--- config.mk ---
export PLATFORM = sky130hd
export DESIGN_NAME = result_writer_flat
export DESIGN_NICKNAME = d
export VERILOG_FILES = /design/src/rtl/result_if.sv /design/src/rtl/result_writer.sv /design/src/flat_wrapper.sv
export SDC_FILE = /design/constraint.sdc
export NUM_CORES = 1
export LEC_CHECK = 0
export BUFFER_PORTS_ARGS = -buffer_cell sky130_fd_sc_hd__buf_4
export CORE_MARGIN = 2
export CORE_UTILIZATION = 59
export CTS_CLUSTER_DIAMETER = 50
export CTS_CLUSTER_SIZE = 8
export DETAILED_ROUTE_END_ITERATION = 8
export HOLD_SLACK_MARGIN = 0.08
export PLACE_DENSITY_LB_ADDON = 0.15
export SLEW_MARGIN = 30
export SYNTH_ARGS = -nofsm -noshare
export SYNTH_HDL_FRONTEND = slang
export SYNTH_SLANG_ARGS = --single-unit
--- constraint.sdc ---
create_clock -name clk -period 4.9 [get_ports clk]
set_input_delay 0.245 -clock clk [delete_from_list [all_inputs] [get_ports clk]]
set_output_delay 0.245 -clock clk [all_outputs]
set_load 0.005 [all_outputs]
--- src/rtl/result_if.sv ---
// Product handshake bundle between the datapath output shift register
// (master) and the result writer (slave).
interface result_if #(
    parameter int DATA_W = 32
);
    logic              prod_valid;
    logic [DATA_W-1:0] prod_data;
    logic              prod_ready;

    // Datapath side: offers products, watches ready.
    modport master (
        output prod_valid,
        output prod_data,
        input  prod_ready
    );

    // Writer side: consumes products, advertises ready.
    modport slave (
        input  prod_valid,
        input  prod_data,
        output prod_ready
    );
endinterface

--- src/rtl/result_writer.sv ---
// result_writer: collects DEPTH products from the approximate-multiplier
// datapath into an in-order result memory, flags done once the run is full
// and offers a registered (1-cycle) read port for the host.
// Optional feature: define RESULT_CHECKSUM_EN to compute a running XOR of
// all accepted products on the checksum port; otherwise checksum is tied 0.
module result_writer #(
    parameter int DATA_W = 32,
    parameter int DEPTH  = 8,
    parameter int ADDR_W = 3
) (
    input  logic              clk,
    input  logic              rst,       // asynchronous, active-low
    input  logic              start,
    result_if.slave           prod,
    output logic [ADDR_W:0]   wr_count,
    output logic              done,
    input  logic [ADDR_W-1:0] rd_addr,
    output logic [DATA_W-1:0] rd_data,
    output logic [DATA_W-1:0] checksum
);

    localparam logic [ADDR_W:0] DEPTH_CNT = (ADDR_W+1)'(DEPTH);

    typedef enum logic [1:0] {
        S_IDLE,
        S_RUN,
        S_DONE
    } state_t;

    state_t            state_q;
    state_t            state_d;
    logic [ADDR_W-1:0] wr_addr_q;
    logic [ADDR_W-1:0] wr_addr_d;
    logic [ADDR_W:0]   wr_count_q;
    logic [ADDR_W:0]   wr_count_d;
    logic              ready_q;
    logic              done_q;
    logic              mem_we;

    logic [DATA_W-1:0] mem [0:DEPTH-1];
    logic [DATA_W-1:0] rd_data_p1;

    // State, write pointer, counter and the state-decoded status flags.
    // ready/done are registered from the next state so they never see prod_valid
    // combinationally.
    always_ff @(posedge clk or negedge rst) begin
        if (!rst) begin
            state_q    <= S_IDLE;
            wr_addr_q  <= '0;
            wr_count_q <= '0;
            ready_q    <= 1'b0;
            done_q     <= 1'b0;
        end else begin
            state_q    <= state_d;
            wr_addr_q  <= wr_addr_d;
            wr_count_q <= wr_count_d;
            ready_q    <= (state_d == S_RUN);
            done_q     <= (state_d == S_DONE);
        end
    end

    // Next-state logic; start always takes priority over a coincident transfer,
    // including the one that would have completed the run.
    always_comb begin
        state_d    = state_q;
        wr_addr_d  = wr_addr_q;
        wr_count_d = wr_count_q;
        mem_we     = 1'b0;
        case (state_q)
            S_IDLE: begin
                if (start) begin
                    state_d    = S_RUN;
                    wr_addr_d  = '0;
                    wr_count_d = '0;
                end
            end
            S_RUN: begin
                if (start) begin
                    wr_addr_d  = '0;
                    wr_count_d = '0;
                end else if (prod.prod_valid) begin
                    mem_we     = 1'b1;
                    wr_addr_d  = wr_addr_q + 1'b1;
                    wr_count_d = wr_count_q + 1'b1;
                    if (wr_count_d == DEPTH_CNT) begin
                        state_d = S_DONE;
                    end
                end
            end
            S_DONE: begin
                if (start) begin
                    state_d    = S_RUN;
                    wr_addr_d  = '0;
                    wr_count_d = '0;
                end
            end
            default: begin
                state_d    = S_IDLE;
                wr_addr_d  = '0;
                wr_count_d = '0;
            end
        endcase
    end

    // Result memory write port; contents are deliberately not reset.
    always_ff @(posedge clk) begin
        if (mem_we) begin
            mem[wr_addr_q] <= prod.prod_data;
        end
    end

    // --- read stage p1: registered readback, old data on same-cycle write ---
    always_ff @(posedge clk or negedge rst) begin
        if (!rst) begin
            rd_data_p1 <= '0;
        end else begin
            rd_data_p1 <= mem[rd_addr];
        end
    end

`ifdef RESULT_CHECKSUM_EN
    logic [DATA_W-1:0] checksum_q;

    function automatic logic [DATA_W-1:0] fold_xor(
        input logic [DATA_W-1:0] acc,
        input logic [DATA_W-1:0] word
    );
        return acc ^ word;
    endfunction

    // Running XOR of accepted products; cleared by start, frozen outside RUN.
    always_ff @(posedge clk or negedge rst) begin
        if (!rst) begin
            checksum_q <= '0;
        end else if (start) begin
            checksum_q <= '0;
        end else if (mem_we) begin
            checksum_q <= fold_xor(checksum_q, prod.prod_data);
        end
    end

    assign checksum = checksum_q;
`else
    assign checksum = '0;
`endif

    assign prod.prod_ready = ready_q;
    assign done            = done_q;
    assign wr_count        = wr_count_q;
    assign rd_data         = rd_data_p1;

endmodule

--- src/flat_wrapper.sv ---
// flat-port wrapper written by rule: the top's interface ports become plain ports
module result_writer_flat 
#(
    parameter int DATA_W = 32,
    parameter int DEPTH  = 8,
    parameter int ADDR_W = 3
)
  (clk, rst, start, wr_count, done, rd_addr, rd_data, checksum, prod_prod_valid, prod_prod_data, prod_prod_ready);
  result_if #(.DATA_W(DATA_W)) prod_i ();
  input  logic clk;
  input  logic rst;
  input  logic start;
  output logic [ADDR_W:0] wr_count;
  output logic done;
  input  logic [ADDR_W-1:0] rd_addr;
  output logic [DATA_W-1:0] rd_data;
  output logic [DATA_W-1:0] checksum;
  input wire logic [$bits(prod_i.prod_valid)-1:0] prod_prod_valid;
  input wire logic [$bits(prod_i.prod_data)-1:0] prod_prod_data;
  output wire logic [$bits(prod_i.prod_ready)-1:0] prod_prod_ready;
  assign prod_i.prod_valid = prod_prod_valid;
  assign prod_i.prod_data = prod_prod_data;
  assign prod_prod_ready = prod_i.prod_ready;
  result_writer #(.DATA_W(DATA_W), .DEPTH(DEPTH), .ADDR_W(ADDR_W)) u_core (.clk(clk), .rst(rst), .start(start), .prod(prod_i), .wr_count(wr_count), .done(done), .rd_addr(rd_addr), .rd_data(rd_data), .checksum(checksum));
endmodule
==> results of run 1 <==
[layout by cell type (no fill, tap or decap), types with 2 or more instances in the layout]
cell	instances
edfxtp_1	256
buf_4	80
clkbuf_16	45
dfrtp_1	43
mux4_1	40
dlygate4sd3_1	34
mux2_2	33
clkbuf_1	33
conb_1	32
mux4_2	24
buf_16	7
nor2_4	6
nand2_1	5
a22o_1	5
buf_8	4
nand2b_1	3
o31ai_1	2
o21a_1	2
o41a_1	2
nor3_2	2
nor2b_1	2
o22ai_1	2
ha_1	2
[worst min path at each step]
| stage | start | endpoint | slack [ns] | cells past startpoint |
|---|---|---|---|---|
| floorplan | rst | u_core.done | -0.05 | 0 |
| global placement | rst | u_core.done | 0.30 | 1 |
| detailed placement | rst | u_core.done | 0.31 | 1 |
| CTS | prod_prod_valid | u_core.prod.prod_ready | 0.09 | 3 |
| finish | prod_prod_valid | u_core.prod.prod_ready | 0.11 | 3 |
| global route | prod_prod_valid | u_core.prod.prod_ready | 0.11 | 3 |
[flip-flops by register name, summed over array words and instances (netlist names)]
signal and flops:
u_core.rd_data 32, u_core.mem 256, u_core.done 1, u_core.wr_addr_q 3, u_core.wr_count 4, u_core.state_q 2
u_core.prod.prod_ready 1
[critical path: stages]
cell,delay [ns]
dlygate4sd3_1,0.53
buf_4,0.17
nor4bb_1,0.36
buf_4,0.22
nand2_1,0.23
nor2_4,0.47
buf_8,0.22
buf_8,0.17
[stage by stage]
step | instance area, um^2 | hold slack [ns]
floorplan | 11510 | -0.05059
global placement | 12110 | 0.3025
detailed placement | 12370 | 0.3126
CTS | 13990 | 0.09016
global route | 13990 | 0.1140
finish | 13990 | 0.1105
[kinds of logic after synthesis]
family	Yosys count	synth area share (%)
flops	299	76.92
simple gates	23	1.054
xor+xnor	2	0.1538
buf+inv	53	3.339
fa+ha+maj	2	0.2196
mux	97	17.23
other cells	1	0.03292
compound gates	14	1.043
[power groups by stage]
stage               Sequential, mW  Combinational, mW  Clock [mW]
floorplan                     2.89              0.153           0
global placement              2.89              0.256           0
detailed placement            2.89              0.267           0
CTS                           2.84              0.291        2.79
global route                  2.84              0.312        2.90
finish                        2.84              0.286        2.74
[metal layers]
layer / vias to the layer above / track usage (%)
met5: - / 0
met4: 0 / 6.149
met3: 38 / 4.091
met2: 177 / 37.12
met1: 2722 / 28.27
li1: 2298 / -
[layout make-up]
| cell class | instances | share of cell area (%) |
|---|---|---|
| Sequential cell | 299 | 62.66 |
| Multi-Input combinational cell | 170 | 17.30 |
| Clock buffer | 78 | 8.937 |
| Timing Repair Buffer | 125 | 8.535 |
| Tap cell | 260 | 2.326 |
| Clock inverter | 1 | 0.2147 |
| Inverter | 1 | 0.02684 |
[repair_timing]
action | 4_1_cts | 5_1_grt
buffers inserted | 0 | 0
hold endpoints to repair | 301 | 0
hold buffers | 34 | 0
==> results by group, run 1 <==
Critical path
  – Data arrival, critical path: between 2 and 3 ns
  – Reg-to-Reg Start: u_core.state_q[1]
  – Crit path capture: u_core.mem[5][4]
  – Worst EP required: just over 5 ns
  – CP startpoint kind: input pin
  – R2R Path End: u_core.mem[5][4]
  – Worst R2R Path Depth: 6
  – Crit path kind: input pin to flip-flop
  – CP Capture Type: flip-flop
  – Critical Path Fanout Max: 12
  – Worst setup path startpoint: start
  – Reg2reg setup slack: roughly 2.5 ns

Power and ir drop
  – Pwr Total: between 5 and 6 mW
  – Clk pwr share: a little under half
  – Internal power: ~4.7 mW
  – Reg power frac: 48.4%
  – Pleak: approximately 5 nW
  – Logic pwr share: under 10%
  – Psw: between 1 and 1.5 mW
  – Sw frac: approximately a fifth
  – VDD IR max: about 0.00035 V
  – P per Cell Area: between 400 and 500 nW/um^2

Timing
  – Fin crit period: around 2.4 ns
  – Clock skew: around 0.011 ns
  – Slew Limit Fails: 0
  – Setup-failing EPs final: 0
  – Slew HR: 42.11%
  – Final Hold Viols: 0
  – Period utilization: 49.50%
  – Max Freq: about 0.4 GHz
  – TNS Setup: 0 ns
  – RSZ-0062 raised after global routing: false
  – Final setup margin: 2.475 ns
  – Worst slew pin tran: roughly 0.87 ns

GRT
  – Tot GR Track Use: a little over a fifth
  – Total grt overflow: 0
  – Initial antenna violation count: 0
  – Vias in the first global route: 5691
  – First-pass GRT wire length: about 32000 um
  – Largest net degree at the start of global routing: 65

Drt
  – Met3 routed WL: 1040 um
  – Initial DRT Pass Iterations: 5
  – Drt total wl: about 21000 um
  – Via count: ~5200
  – Vias per cell: around 5.6
  – DRC viols: 0
  – Top Metal Used: met4
  – Routed WL per cell: ~22 um
  – WL met1: ~8500 um
  – Iter 0 DRT Violations: around 300
  – Final antenna-violating net count: 0
  – Met2 wire len: 10980 um

Floorplanning
  – Die width: 143.0 um
  – Row count: 50
  – Die area: between 20000 and 25000 um^2
  – Die H: about 140 um
  – IO Pins: around 110
  – Core ar.: about 19000 um^2
  – Initial core utilization: between 60% and 70%

Clock network
  – Cts bufs inserted: between 40 and 50
  – Clk buf depth: 3
  – CTS root buf: clkbuf_16
  – TritonCTS clock tree: yes
  – Reg clk slew, reported paths: approximately 0.050 ns
  – Worst-skew pair later-pin latency: 0.51 ns
  – Cts repair resizes: 0
  – # H-tree levels: 2
  – CTS sink count: 299

Placed design
  – Cells after DPL: 821
  – Pre-CTS setup slack: roughly 2.5 ns
  – Gpl congestion: 0.7615
  – DP HPWL: around 12000 um
  – Port Buf Inserts: 76

Yosys
  – Count of cell types in the netlist: 30
  – Synth warn: 0
  – Top-area cell type share of the netlist area: between 60% and 70%
  – Ys flop type: edfxtp_1
  – Post-Syn Area per Cell: between 20 and 25 um^2
  – Top cells by area, synth: edfxtp_1 (67%), dfrtp_1 (9.4%), mux4_1 (9.2%)
  – Flops & latches, synth: roughly 300
  – Top-count cell post-synth: edfxtp_1
  – Mapped Area: roughly 11000 um^2
  – Sequential share of the synthesized area: between 70% and 80%
  – Async SR Flop Fraction: between 10% and 20%
  – Area leader, netlist: edfxtp_1
  – Synth cell count leaders: edfxtp_1 (256), dfrtp_1 (43), mux4_1 (40)
  – Number of flops mapped to enable cells by yosys: approximately 260
  – Cells after Synth: between 400 and 500

Worst hold path
  – Hold WC Path Type: input pin to flip-flop

Final layout
  – Inserted Diodes: 0
  – Fin nets: 681
  – Seq. cell area: ~8800 um^2
  – # fillers: between 1000 and 1500
  – Final Non-Filler Cells: roughly 930
  – P&R area growth vs syn: 22.77%
  – Multi-input gate area: 2420 um^2
  – Fin util: about three quarters
  – Layout cells sized above 1: about 30%

Outcome
  – Status: finished, final reports clean

Job
  – Max_cap viols: 0
Power figures use the tool's default switching activity.
==> run 2, diff against run 1 <==
- clock period: 4.9 -> 2.4 ns (I/O delays scaled with it)
==> run 2 against run 1 <==
  * Die area did not move
  * Clock skew is 0.00073 ns lower
  * Count of clock-buffer cells in the layout decreased by 3
  * Register-to-register slack lost 2.2 ns
  * Sequential cell count stayed put
  * Clock power rose by 100%
  * Wire length rose by 0.12%
  * Cell area is 0.18% lower
  * Cell count grew 0.75%
  * Critical path depth fell by 3
  * First-iteration DRC count grew 24%
  * Via count increased by 0.76%
  * Largest cell class unchanged
==> results by group, run 2 (same netlist as run 1, synthesis figures left out) <==
Timing
  – Worst slew pin tran: about 0.66 ns
  – Period utilization: about nine tenths
  – Max Freq: roughly 0.47 GHz
  – RSZ-0062 raised after global routing: false
  – Setup-failing EPs final: 0
  – Final Hold Viols: 0
  – TNS Setup: 0 ns
  – Slew Limit Fails: 0
  – Clock skew: ~0.01 ns
  – Slew HR: 55.87%
  – Fin crit period: around 2.1 ns

Floorplanning
  – Core ar.: about 19000 um^2
  – Die H: between 100 and 150 um
  – Initial core utilization: between 60% and 70%
  – Die area: approximately 20000 um^2
  – IO Pins: 109
  – Die width: roughly 140 um
  – Row count: 50

Critical path
  – CP peak stage delay: roughly 0.41 ns
  – Reg2reg setup slack: around 0.27 ns
  – CP Capture Type: flip-flop
  – Worst setup path startpoint: u_core.state_q[1]
  – Critical Path Fanout Max: 20
  – Worst EP required: around 2.6 ns
  – Worst path cell trace: nor4bb_1 > buf_4 > nand2b_1 > nor2_4 > buf_4
  – CP most frequent cell: buf_4
  – Crit path capture: u_core.mem[4][9]
  – Data arrival, critical path: between 2 and 2.5 ns
  – Crit path kind: flip-flop to flip-flop
  – Worst R2R Path Depth: 5
  – Reg-to-Reg Start: u_core.state_q[1]
  – CP startpoint kind: flip-flop
  – Max stage delay cell, worst path: dfrtp_1
  – R2R Path End: u_core.mem[4][9]

Job
  – Max_cap viols: 0

Clock network
  – Reg clk slew, reported paths: 0.05 ns
  – # Post-CTS Setup Buffers: 0
  – Cts repair resizes: 0
  – Worst-skew pair later-pin latency: between 0.5 and 0.6 ns
  – Post-CTS Hold Buffers: 36
  – Cts bufs inserted: 43
  – CTS sink count: ~300
  – TritonCTS clock tree: yes
  – # H-tree levels: 2
  – Clk buf depth: 3
  – CTS root buf: clkbuf_16

GRT
  – Vias in the first global route: around 5600
  – Initial antenna violation count: 0
  – First-pass GRT wire length: 32300 um
  – Total grt overflow: 0
  – Tot GR Track Use: between 20% and 30%
  – Largest net degree at the start of global routing: 65

Power and ir drop
  – P per Cell Area: 856.8 nW/um^2
  – VDD IR max: roughly 0.00066 V
  – Pleak: 4.982 nW
  – Pwr Total: about 12 mW

Final layout
  – Max reg flops: 256
  – Layout cells sized above 1: 30.84%
  – Inserted Diodes: 0
  – Largest register by flop count: u_core.mem
  – Most common cell after layout, fill and taps aside: edfxtp_1
  – Fin nets: 689
  – # fillers: around 1000
  – P&R area growth vs syn: 22.55%
  – Final Non-Filler Cells: about 940
  – Most frequent cells in the layout: edfxtp_1 (256), buf_4 (91), clkbuf_16 (44), dfrtp_1 (43), mux4_1 (40)

Placed design
  – Port Buf Inserts: 76
  – DP HPWL: around 11000 um
  – Gpl congestion: 0.7321
  – Cells after DPL: 827

Drt
  – Vias per cell: ~5.6
  – Routed WL per cell: 22.29 um
  – Drt total wl: 20970 um
  – Final antenna-violating net count: 0
  – Iter 0 DRT Violations: between 300 and 400
  – DRC viols: 0
  – Via count: approximately 5300
  – Initial DRT Pass Iterations: 5

Outcome
  – Status: finished, final reports clean

Worst hold path
  – Hold WC Path Type: input pin to async pin
[run 2: cell count changes in the layout (fill, tap and decap cells not counted), sizes merged]
cell,previous run,this run
buf,91,97
clkbuf,78,75
dlygate4sd3,34,36
clkinv,0,1
inv,1,2
[run 2: critical path: cells and delay by family, from the launching register on]
family | cells | cell delay (ns)
buf+inv | 2 | 0.57
flops | 1 | 0.41
simple gates | 3 | 0.80
[run 2: area by class of cell]
class / instances / area, um^2 / share of cell area (%)
multi-input combinational: 170 / 2432 / 17.42
tap: 260 / 325.3 / 2.330
timing repair buffer: 133 / 1164 / 8.335
sequential: 299 / 8763 / 62.77
clock buffer: 75 / 1217 / 8.720
inverter: 1 / 3.754 / 0.02689
clock inverter: 3 / 55.05 / 0.3943
[run 2: metrics by stage]
| step | setup slack, ns | area, um^2 | hold WS (ns) | utilization (%) |
|---|---|---|---|---|
| 2_1_floorplan | -0.3457 | 11520 | -0.1756 | - |
| 3_3_place_gp | 0.4173 | 12330 | 0.1786 | 65.47 |
| 3_5_place_dp | 0.3026 | 12330 | 0.2023 | 65.47 |
| 4_1_cts | 0.2789 | 13960 | 0.2019 | 74.14 |
| 5_1_grt | 0.1595 | 13960 | 0.2138 | 74.14 |
| 6_report | 0.2709 | 13960 | 0.1777 | 74.14 |
[run 2: worst min-delay path by stage]
stage | end | from | cells past startpoint
floorplan | u_core.done | rst | 0
global placement | u_core.wr_count[3] | rst | 1
detailed placement | u_core.wr_count[3] | rst | 1
CTS | u_core.rd_data[28] | rd_addr[0] | 2
global route | u_core.rd_data[22] | rd_addr[0] | 2
finish | u_core.wr_count[2] | rst | 2
[run 2: metal layers]
layer | track usage, % | up-vias | share of wire (%)
li1 | - | 2309 | -
met1 | 30.19 | 2766 | 42
met2 | 35.31 | 173 | 51
met3 | 4.125 | 27 | 4.8
met4 | 6.462 | 0 | 1.7
met5 | 0 | - | 0
[run 2: power breakdown]
group          leakage, nW  switching (mW)  internal (mW)
clock network        0.604            2.03           3.52
registers             2.83          0.0375           5.77
logic                 1.55           0.291          0.314
total                 4.98            2.36           9.60
==> run 3, diff against run 2 <==
- clock period: 2.4 -> 2.13 ns (I/O delays scaled with it)
==> run 3 against run 2 <==
  * Cell count decreased by 0.11%
  * Combinational power increased by 14%
  * Sequential power increased by 13%
  * Clock skew increased by 0.0038 ns
  * Wire length decreased by 0.63%
  * Power increased by 12%
  * Count of clock-buffer cells in the layout increased by 3
==> results by group, run 3 (same netlist as run 1, synthesis figures left out) <==
Power and ir drop
  – Pwr Total: about 13 mW
  – Clk pwr share: between 40% and 50%
  – Pleak: 5.002 nW
  – Psw: about 2.6 mW
  – Reg power frac: around 49%
  – Logic pwr share: between 5 and 6%
  – VDD IR max: ~0.00069 V
  – Internal power: roughly 11 mW
  – P per Cell Area: between 900 and 1000 nW/um^2
  – Sw frac: between 10% and 20%

GRT
  – Vias in the first global route: 5550
  – First-pass GRT wire length: around 32000 um
  – Met1 Use GR: a little under a third
  – Initial antenna violation count: 0
  – GR peak layer: met2
  – Global routing met2 resource utilization: between 30% and 40%
  – Global routing usage on met3: roughly 3.9%
  – Tot GR Track Use: 21.68%
  – Total grt overflow: 0
  – Largest net degree at the start of global routing: 65

Timing
  – RSZ-0062 raised after global routing: false
  – Clock skew: 0.01387 ns
  – Worst slew pin tran: between 0.6 and 0.7 ns
  – Final setup margin: roughly 0.23 ns
  – Max Freq: approximately 0.53 GHz
  – Final Hold Viols: 0
  – Slew Limit Fails: 0
  – Period utilization: ~89%
  – Hold_ws: 0.1832 ns
  – Slew HR: a little under three fifths
  – Setup-failing EPs final: 0
  – Fin crit period: ~1.9 ns
  – TNS Setup: 0 ns

Final layout
  – Multi-input gate area: about 2400 um^2
  – Fin util: around three quarters
  – Layout cells sized above 1: approximately 31%
  – Final Non-Filler Cells: 940
  – Most common cell after layout, fill and taps aside: edfxtp_1
  – Inserted Diodes: 0
  – Fin nets: ~690
  – Final instance area: about 14000 um^2
  – Seq. cell area: 8763 um^2
  – P&R area growth vs syn: 23.12%
  – # fillers: ~1000
  – Largest register by flop count: u_core.mem
  – Max reg flops: 256
  – Most frequent cells in the layout: edfxtp_1 (256), buf_4 (84), clkbuf_16 (45), dfrtp_1 (43), mux4_1 (40)

Critical path
  – Critical Path Fanout Max: 23
  – Kind of cell adding the most delay to the critical path: simple AND/OR/NAND/NOR gates
  – Crit path kind: flip-flop to flip-flop
  – Reg-to-Reg Start: u_core.state_q[1]
  – Data arrival, critical path: roughly 2.1 ns
  – WP buf/inv: 2
  – CP startpoint kind: flip-flop
  – Worst path cell trace: nor4bb_1 > buf_4 > nand2b_2 > nor3_4 > buf_12
  – CP Capture Type: flip-flop
  – R2R Path End: u_core.mem[0][5]
  – Max stage delay cell, worst path: dfrtp_1
  – Reg2reg setup slack: roughly 0.23 ns
  – Worst EP required: about 2.3 ns
  – Worst R2R Path Depth: 5
  – CP peak stage delay: roughly 0.4 ns

Placed design
  – Cells after DPL: 826
  – Port Buf Inserts: 76
  – DP HPWL: between 10000 and 15000 um
  – Gpl congestion: 0.7283
  – Area after DPL: between 10000 and 15000 um^2
  – Pre-CTS setup slack: ~0.25 ns

Floorplanning
  – Die width: around 140 um
  – IO Pins: between 100 and 150
  – Core ar.: ~19000 um^2
  – Die area: a little over 20000 um^2
  – Row count: 50
  – Initial core utilization: 60.50%
  – Die H: between 100 and 150 um

Clock network
  – CTS sink count: 299
  – Worst-skew pair later-pin latency: roughly 0.52 ns
  – Cts bufs inserted: 43
  – Reg clk slew, reported paths: 0.05 ns
  – # Post-CTS Setup Buffers: 0
  – TritonCTS clock tree: yes
  – CTS root buf: clkbuf_16
  – Clk buf depth: 3
  – # H-tree levels: 2

Drt
  – Drt total wl: about 21000 um
  – Final antenna-violating net count: 0
  – Routed WL per cell: 22.17 um
  – Initial DRT Pass Iterations: 4
  – Iter 0 DRT Violations: 389
  – Via count: roughly 5200
  – Vias per cell: 5.550
  – DRC viols: 0

Worst hold path
  – Hold WC Path Type: input pin to async pin

Job
  – Max_cap viols: 0

Outcome
  – Status: finished, final reports clean
## run 3: changes by cell type in the layout (fill, tap and decap cells not counted), sizes merged
cell	delta
clkbuf	+3
buf	-1
bufinv	-1
clkinv	-1
inv	-1
## run 3: worst register-to-register path: stages, from the launching register on
cell and delay (ns):
dfrtp_1 0.41, nor4bb_1 0.28, buf_4 0.22, nand2b_2 0.18, nor3_4 0.26, buf_12 0.22
## run 3: power by group through the flow
| stage | combinational (mW) | clock [mW] | sequential, mW |
|---|---|---|---|
| after floorplan | 0.360 | 0 | 6.65 |
| after global placement | 0.623 | 0 | 6.64 |
| after detailed placement | 0.639 | 0 | 6.65 |
| after CTS | 0.695 | 6.32 | 6.54 |
| after global routing | 0.745 | 6.59 | 6.54 |
| final | 0.687 | 6.19 | 6.54 |
## run 3: layer usage
layer	share of wire, %	wire length, um	up-vias
li1	-	-	2303
met1	43	8948	2735
met2	51	10660	152
met3	4.3	893	27
met4	1.6	337	0
met5	0	0	-
## run 3: cell type report
class / instances / share of cell area, %
multi-input combinational: 170 / 17.41
tap: 260 / 2.319
timing repair buffer: 132 / 8.778
sequential: 299 / 62.48
clock buffer: 78 / 8.983
inverter: 1 / 0.02676
## run 3: worst max path at each step
stage                            startpoint          endpoint  slack (ns)  depth (start not counted)
after floorplan           u_core.state_q[1]  u_core.mem[2][0]       -0.11                          4
after global placement    u_core.state_q[1]  u_core.mem[0][8]        0.26                          5
after detailed placement  u_core.state_q[1]  u_core.mem[0][6]        0.25                          5
after CTS                 u_core.state_q[1]  u_core.mem[0][4]        0.22                          5
after global routing      u_core.state_q[1]  u_core.mem[0][5]        0.04                          5
final                     u_core.state_q[1]  u_core.mem[0][5]        0.23                          5
## run 3: what timing repair did
action / in CTS / in global routing
endpoints found under the hold margin: 307 / 0
hold buffers: 36 / 0
gates resized for setup: 0 / 0
